[config.mk]
export PLATFORM = sky130hd
export DESIGN_NAME = fft_twiddle_mul
export DESIGN_NICKNAME = d
export VERILOG_FILES = /design/src/rtl/fft_twiddle_mul.sv
export SDC_FILE = /design/constraint.sdc
export NUM_CORES = 2
export LEC_CHECK = 0
export BUFFER_PORTS_ARGS = -buffer_cell sky130_fd_sc_hd__buf_4
export CORE_UTILIZATION = 40
export DETAILED_ROUTE_END_ITERATION = 8
export PLACE_DENSITY = 0.57
export SKIP_CTS_REPAIR_TIMING = 1
export SLEW_MARGIN = 20
export SYNTH_ARGS = -nofsm -noshare
export SYNTH_HDL_FRONTEND = slang
export SYNTH_SLANG_ARGS = --single-unit
[constraint.sdc]
create_clock -name clk -period 9.1 [get_ports clk]
set_input_delay 0.91 -clock clk [delete_from_list [all_inputs] [get_ports clk]]
set_output_delay 0.91 -clock clk [all_outputs]
set_load 0.05 [all_outputs]
[src/rtl/fft_twiddle_mul.sv]
// Twiddle-factor multiplier feeding an FFT butterfly: rotates B by a complex twiddle,
// rounds and saturates the result, and passes A alongside it through a 2-stage elastic pipeline.
module fft_twiddle_mul #(
  parameter int LAST_WIDTH = 12,
  parameter int TW_WIDTH   = 10
) (
  input  logic                         clk,
  input  logic                         rst_n,
  input  logic                         in_valid,
  output logic                         in_ready,
  input  logic signed [LAST_WIDTH:0]   a_re,
  input  logic signed [LAST_WIDTH:0]   a_im,
  input  logic signed [LAST_WIDTH:0]   b_re,
  input  logic signed [LAST_WIDTH:0]   b_im,
  input  logic signed [TW_WIDTH-1:0]   tw_re,
  input  logic signed [TW_WIDTH-1:0]   tw_im,
  output logic                         out_valid,
  input  logic                         out_ready,
  output logic                         bf_en,
  output logic signed [LAST_WIDTH:0]   Re_a,
  output logic signed [LAST_WIDTH:0]   Im_a,
  output logic signed [LAST_WIDTH-1:0] Re_b,
  output logic signed [LAST_WIDTH-1:0] Im_b,
  input  logic                         sat_clr,
  output logic [7:0]                   sat_cnt
);

  localparam int XW = LAST_WIDTH + 1 + TW_WIDTH;
  localparam int PW = LAST_WIDTH + TW_WIDTH + 2;
  localparam logic signed [PW-1:0] RND  = PW'(2 ** (TW_WIDTH - 3));
  localparam logic signed [PW-1:0] SMAX = PW'(2 ** (LAST_WIDTH - 1) - 1);
  localparam logic signed [PW-1:0] SMIN = ~SMAX;

  logic                       s1_valid_q, s1_valid_d;
  logic                       s2_valid_q, s2_valid_d;
  logic                       s1_load, s2_load, s1_en, s2_en;
  logic signed [XW-1:0]       rr_d, ii_d, ri_d, ir_d;
  logic signed [XW-1:0]       rr_q, ii_q, ri_q, ir_q;
  logic signed [LAST_WIDTH:0] s1_are_q, s1_aim_q;
  logic signed [LAST_WIDTH:0] s2_are_q, s2_aim_q;
  logic signed [LAST_WIDTH-1:0] s2_reb_q, s2_imb_q;
  logic signed [PW-1:0]       pre_d, pim_d;
  logic [LAST_WIDTH:0]        re_rs_d, im_rs_d;
  logic [7:0]                 sat_cnt_q, sat_cnt_d;

  // Returns {saturated, value}: round half up at the unity scale, then clamp to LAST_WIDTH bits.
  function automatic logic [LAST_WIDTH:0] roundSat(input logic signed [PW-1:0] p);
    logic signed [PW-1:0] s;
    logic                 hit;
    s   = (p + RND) >>> (TW_WIDTH - 2);
    hit = 1'b0;
    if (s > SMAX) begin
      s   = SMAX;
      hit = 1'b1;
    end else if (s < SMIN) begin
      s   = SMIN;
      hit = 1'b1;
    end
    return {hit, s[LAST_WIDTH-1:0]};
  endfunction

  always_comb begin
    s2_load    = !s2_valid_q || out_ready;
    s1_load    = !s1_valid_q || s2_load;
    s1_en      = s1_load && in_valid;
    s2_en      = s2_load && s1_valid_q;
    s1_valid_d = s1_load ? in_valid : s1_valid_q;
    s2_valid_d = s2_load ? s1_valid_q : s2_valid_q;

    rr_d = b_re * tw_re;
    ii_d = b_im * tw_im;
    ri_d = b_re * tw_im;
    ir_d = b_im * tw_re;

    pre_d   = PW'(rr_q) - PW'(ii_q);
    pim_d   = PW'(ri_q) + PW'(ir_q);
    re_rs_d = roundSat(pre_d);
    im_rs_d = roundSat(pim_d);

    // Clear has priority; the counter sticks at its maximum instead of wrapping.
    sat_cnt_d = sat_cnt_q;
    if (sat_clr)
      sat_cnt_d = 8'd0;
    else if (s2_en && (re_rs_d[LAST_WIDTH] || im_rs_d[LAST_WIDTH]) && sat_cnt_q != 8'hFF)
      sat_cnt_d = sat_cnt_q + 8'd1;
  end

  always_ff @(posedge clk or negedge rst_n) begin
    if (!rst_n) begin
      s1_valid_q <= 1'b0;
      rr_q       <= '0;
      ii_q       <= '0;
      ri_q       <= '0;
      ir_q       <= '0;
      s1_are_q   <= '0;
      s1_aim_q   <= '0;
    end else begin
      s1_valid_q <= s1_valid_d;
      if (s1_en) begin
        rr_q     <= rr_d;
        ii_q     <= ii_d;
        ri_q     <= ri_d;
        ir_q     <= ir_d;
        s1_are_q <= a_re;
        s1_aim_q <= a_im;
      end
    end
  end

  always_ff @(posedge clk or negedge rst_n) begin
    if (!rst_n) begin
      s2_valid_q <= 1'b0;
      s2_are_q   <= '0;
      s2_aim_q   <= '0;
      s2_reb_q   <= '0;
      s2_imb_q   <= '0;
      sat_cnt_q  <= 8'd0;
    end else begin
      s2_valid_q <= s2_valid_d;
      sat_cnt_q  <= sat_cnt_d;
      if (s2_en) begin
        s2_are_q <= s1_are_q;
        s2_aim_q <= s1_aim_q;
        s2_reb_q <= re_rs_d[LAST_WIDTH-1:0];
        s2_imb_q <= im_rs_d[LAST_WIDTH-1:0];
      end
    end
  end

  assign in_ready  = s1_load;
  assign out_valid = s2_valid_q;
  assign bf_en     = s2_valid_q;
  assign Re_a      = s2_are_q;
  assign Im_a      = s2_aim_q;
  assign Re_b      = s2_reb_q;
  assign Im_b      = s2_imb_q;
  assign sat_cnt   = sat_cnt_q;

endmodule

==> impl_results.md <==
* Outcome: completed
* R2R cell count at 15
* Fin Clk Skew at 0.0141 ns
* Number of fill cells at 7048
* Final Slew Violations at 0
* DP Area at 0.0303 mm²
* Die width at 269 µm
* CTS Buf Count at 17
* Clk root buf: clkbuf_16
* Fin. Hold Viols at 0
* Num rows at 97
* Max frequency at 164 MHz
* Final GP Congestion at 0.821
* P&R area growth vs syn at 8.27%
* MaxCap Viol Count at 0
* First-pass GRT wire length at 116 mm
* Worst hold margin at 0.438 ns
* Fin crit share at roughly two thirds
* CP startpoint kind: input pin
* Die span in y at 269 µm
* Unrepaired setup endpoints after global routing: no
* Num ports at 138
* Post-DR wirelength/cell at 16.3 µm
* Number of nets with antenna violations after routing at 0
* GRT Total Usage at 20.0%
* Clock Sinks at 178
* Top_reg_cell synth: dfrtp_1
* Fin nets at ~4000
* Post-synth cell types at 57
* Final Cell Area at ~0.03 mm²
* Initial antenna violation count at 0
* Die ar. at 0.0724 mm²
* Insertion delay to the later sink of the worst-skew pair at 0.46 ns
* Seq/Total Area, Yosys at 15.6%
* Starting Density at 40.6%
* Fraction of layout cells with a size suffix above 1 at 6.89%
* Port bufs at 137
* Register bit total from synthesis at 178
* Slew headroom at 34.3%
* Clock-pin slew of the registers on the worst-case setup and hold paths at roughly 0.080 ns
* Ys async rst share at 100%
* CP Class: input pin to register
* Largest net degree at the start of global routing at just over 80
* H-tree depth at 4
* Vias at 20500
* Drt via density at ~5
* Synth Instances at roughly 3200
* Setup TNS at 0 ns
* Critical Path RT at 9.44 ns
* Hold crit path type: input pin to async pin
* CP endpoint kind: register
* Critical Path Fanout Max at 26
* Post-synth EDFFs at 0
* Post-DP HPWL at 54.2 mm
* Vias in the first global route at about 21000
* Signal arrival time at the worst endpoint at 6.44 ns
* Slew @ Worst Pin at 0.984 ns
* Core Box Area at 0.0703 mm²
* Mapped cell area at 0.0285 mm²
* Bufs on Longest Clock Path at 2
* Syn Nets at 4076
* Yosys warns at 0
* GRT overflow at 0
* Drt pass-1 iters at 8
* Residual DRC at 0
* TritonCTS clock tree: built
* Setup violations, final at 0
* Final min period at 6.10 ns
* Syn_area_per_cell at around 8.8 µm²
* Post-Route WL at approximately 70 mm
* DR iter-0 viols at around 1100
[per-layer routing]
layer / track usage (%) / up-vias / wire (µm)
met5: 0 / - / 0
met4: 3.43 / 0 / 736
met3: 2.12 / 36 / 2680
met2: 33.6 / 399 / 32900
met1: 28.0 / 10200 / 32500
li1: - / 9880 / -
[Yosys cell counts, types with 4 or more instances]
master      n  area (µm²)
a31o_2      8        70.1
or4_1       5        37.5
inv_1     685        2570
o211ai_1   12        90.1
nand3_1    36         180
clkbuf_1  137         514
nor4_1      4        25.0
and3_1     16         100
nand2_1   536        2010
o21ai_0   122         611
or3_1       8        50.1
nor3_1     28         140
xor2_1     50         438
o31ai_1     7        52.6
fa_1      460        9210
or2_2       6        37.5
and2_1    194        1210
nor2b_1     8        50.1
a211o_1     5        43.8
a21oi_1    81         405
nand2b_1   27         169
ha_1      307        3840
o21a_1      9        67.6
mux2_2     30         338
a31oi_1    12        75.1
nor2_1     93         349
a21o_1     31         233
a211oi_1    5        37.5
xnor2_1    73         639
o21bai_1   19         143
dfrtp_1   178        4450
[worst max-delay path, stage by stage]
cell,delay (ns)
buf_4,0.33
nand2_1,0.15
fa_1,0.55
inv_1,0.05
fa_1,0.50
inv_1,0.05
fa_1,0.52
inv_1,0.05
fa_1,0.48
inv_1,0.05
fa_1,0.47
inv_1,0.04
ha_1,0.31
a21oi_1,0.23
o21bai_1,0.09
a21oi_1,0.23
o21ai_0,0.18
o41a_1,0.43
a21oi_1,0.18
a211oi_1,0.10
nor4b_1,0.15
or3_1,0.37
[sequential cells by signal (all words and copies together), names as in the netlist]
register    count
s1_valid_q      1
sat_cnt         8
ri_q           23
ir_q           23
rr_q           23
Im_b           12
ii_q           23
Re_b           12
bf_en           1
s1_aim_q       13
Im_a           13
s1_are_q       13
Re_a           13
[area by class of cell]
cell class / instances / area (µm²) / area share [%]
sequential: 178 / 4450 / 14.4
inverter: 686 / 2570 / 8.33
timing repair buffer: 144 / 1090 / 3.52
multi-input combinational: 2227 / 21000 / 67.9
clock buffer: 18 / 429 / 1.39
clock inverter: 14 / 189 / 0.611
antenna: 1 / 2.50 / 0.00810
tap: 940 / 1180 / 3.81
[cells by family (layout without fill, tap and decap cells)]
| family | Yosys count | after routing | synth area share [%] |
|---|---|---|---|
| xor+xnor | 123 | 123 | 3.77 |
| fa+ha+maj | 767 | 767 | 45.7 |
| compound gates | 334 | 334 | 7.20 |
| flops | 178 | 178 | 15.6 |
| buf+inv | 827 | 862 | 10.9 |
| mux | 30 | 30 | 1.18 |
| other cells | 0 | 1 | 0 |
| simple gates | 973 | 973 | 15.6 |
[final timing paths]
| check | start | slack (ns) | to |
|---|---|---|---|
| min in group clk | s1_aim_q[5] | 0.48 | s1_aim_q[5] |
| max in group asynchronous | rst_n | 6.66 | ir_q[17] |
| max | tw_im[1] | 3.00 | ii_q[21] |
| max reg2reg | ii_q[7] | 4.57 | sat_cnt[5] |
| min | rst_n | 0.44 | Re_a[6] |
| min reg2reg | s1_aim_q[5] | 0.48 | s1_aim_q[5] |
[per-stage QoR]
step	instances	util (%)	setup WS [ns]
6_report	4208	44.0	3.00
3_3_place_gp	4175	43.1	2.54
4_1_cts	4207	44.0	3.02
2_1_floorplan	3232	-	2.75
3_5_place_dp	4175	43.1	2.53
5_1_grt	4207	44.0	2.64
[cells in the final DEF (no fill, tap or decap), types with 16 or more instances in the layout]
| master | netlist | layout |
|---|---|---|
| nand2_1 | 536 | 534 |
| xnor2_1 | 73 | 73 |
| and2_1 | 194 | 193 |
| xor2_1 | 50 | 50 |
| fa_1 | 460 | 460 |
| nand2b_1 | 27 | 27 |
| nor2_1 | 93 | 93 |
| dfrtp_1 | 178 | 178 |
| o21ai_0 | 122 | 121 |
| mux2_2 | 30 | 30 |
| ha_1 | 307 | 307 |
| and3_1 | 16 | 16 |
| nor3_1 | 28 | 27 |
| clkbuf_16 | 0 | 17 |
| inv_1 | 685 | 685 |
| o21bai_1 | 19 | 19 |
| a21oi_1 | 81 | 81 |
| nand3_1 | 36 | 36 |
| buf_4 | 2 | 143 |
| a21o_1 | 31 | 31 |
Power is not shown: default switching activity piles up to over one toggle a cycle in this logic, so the estimate is an artifact.
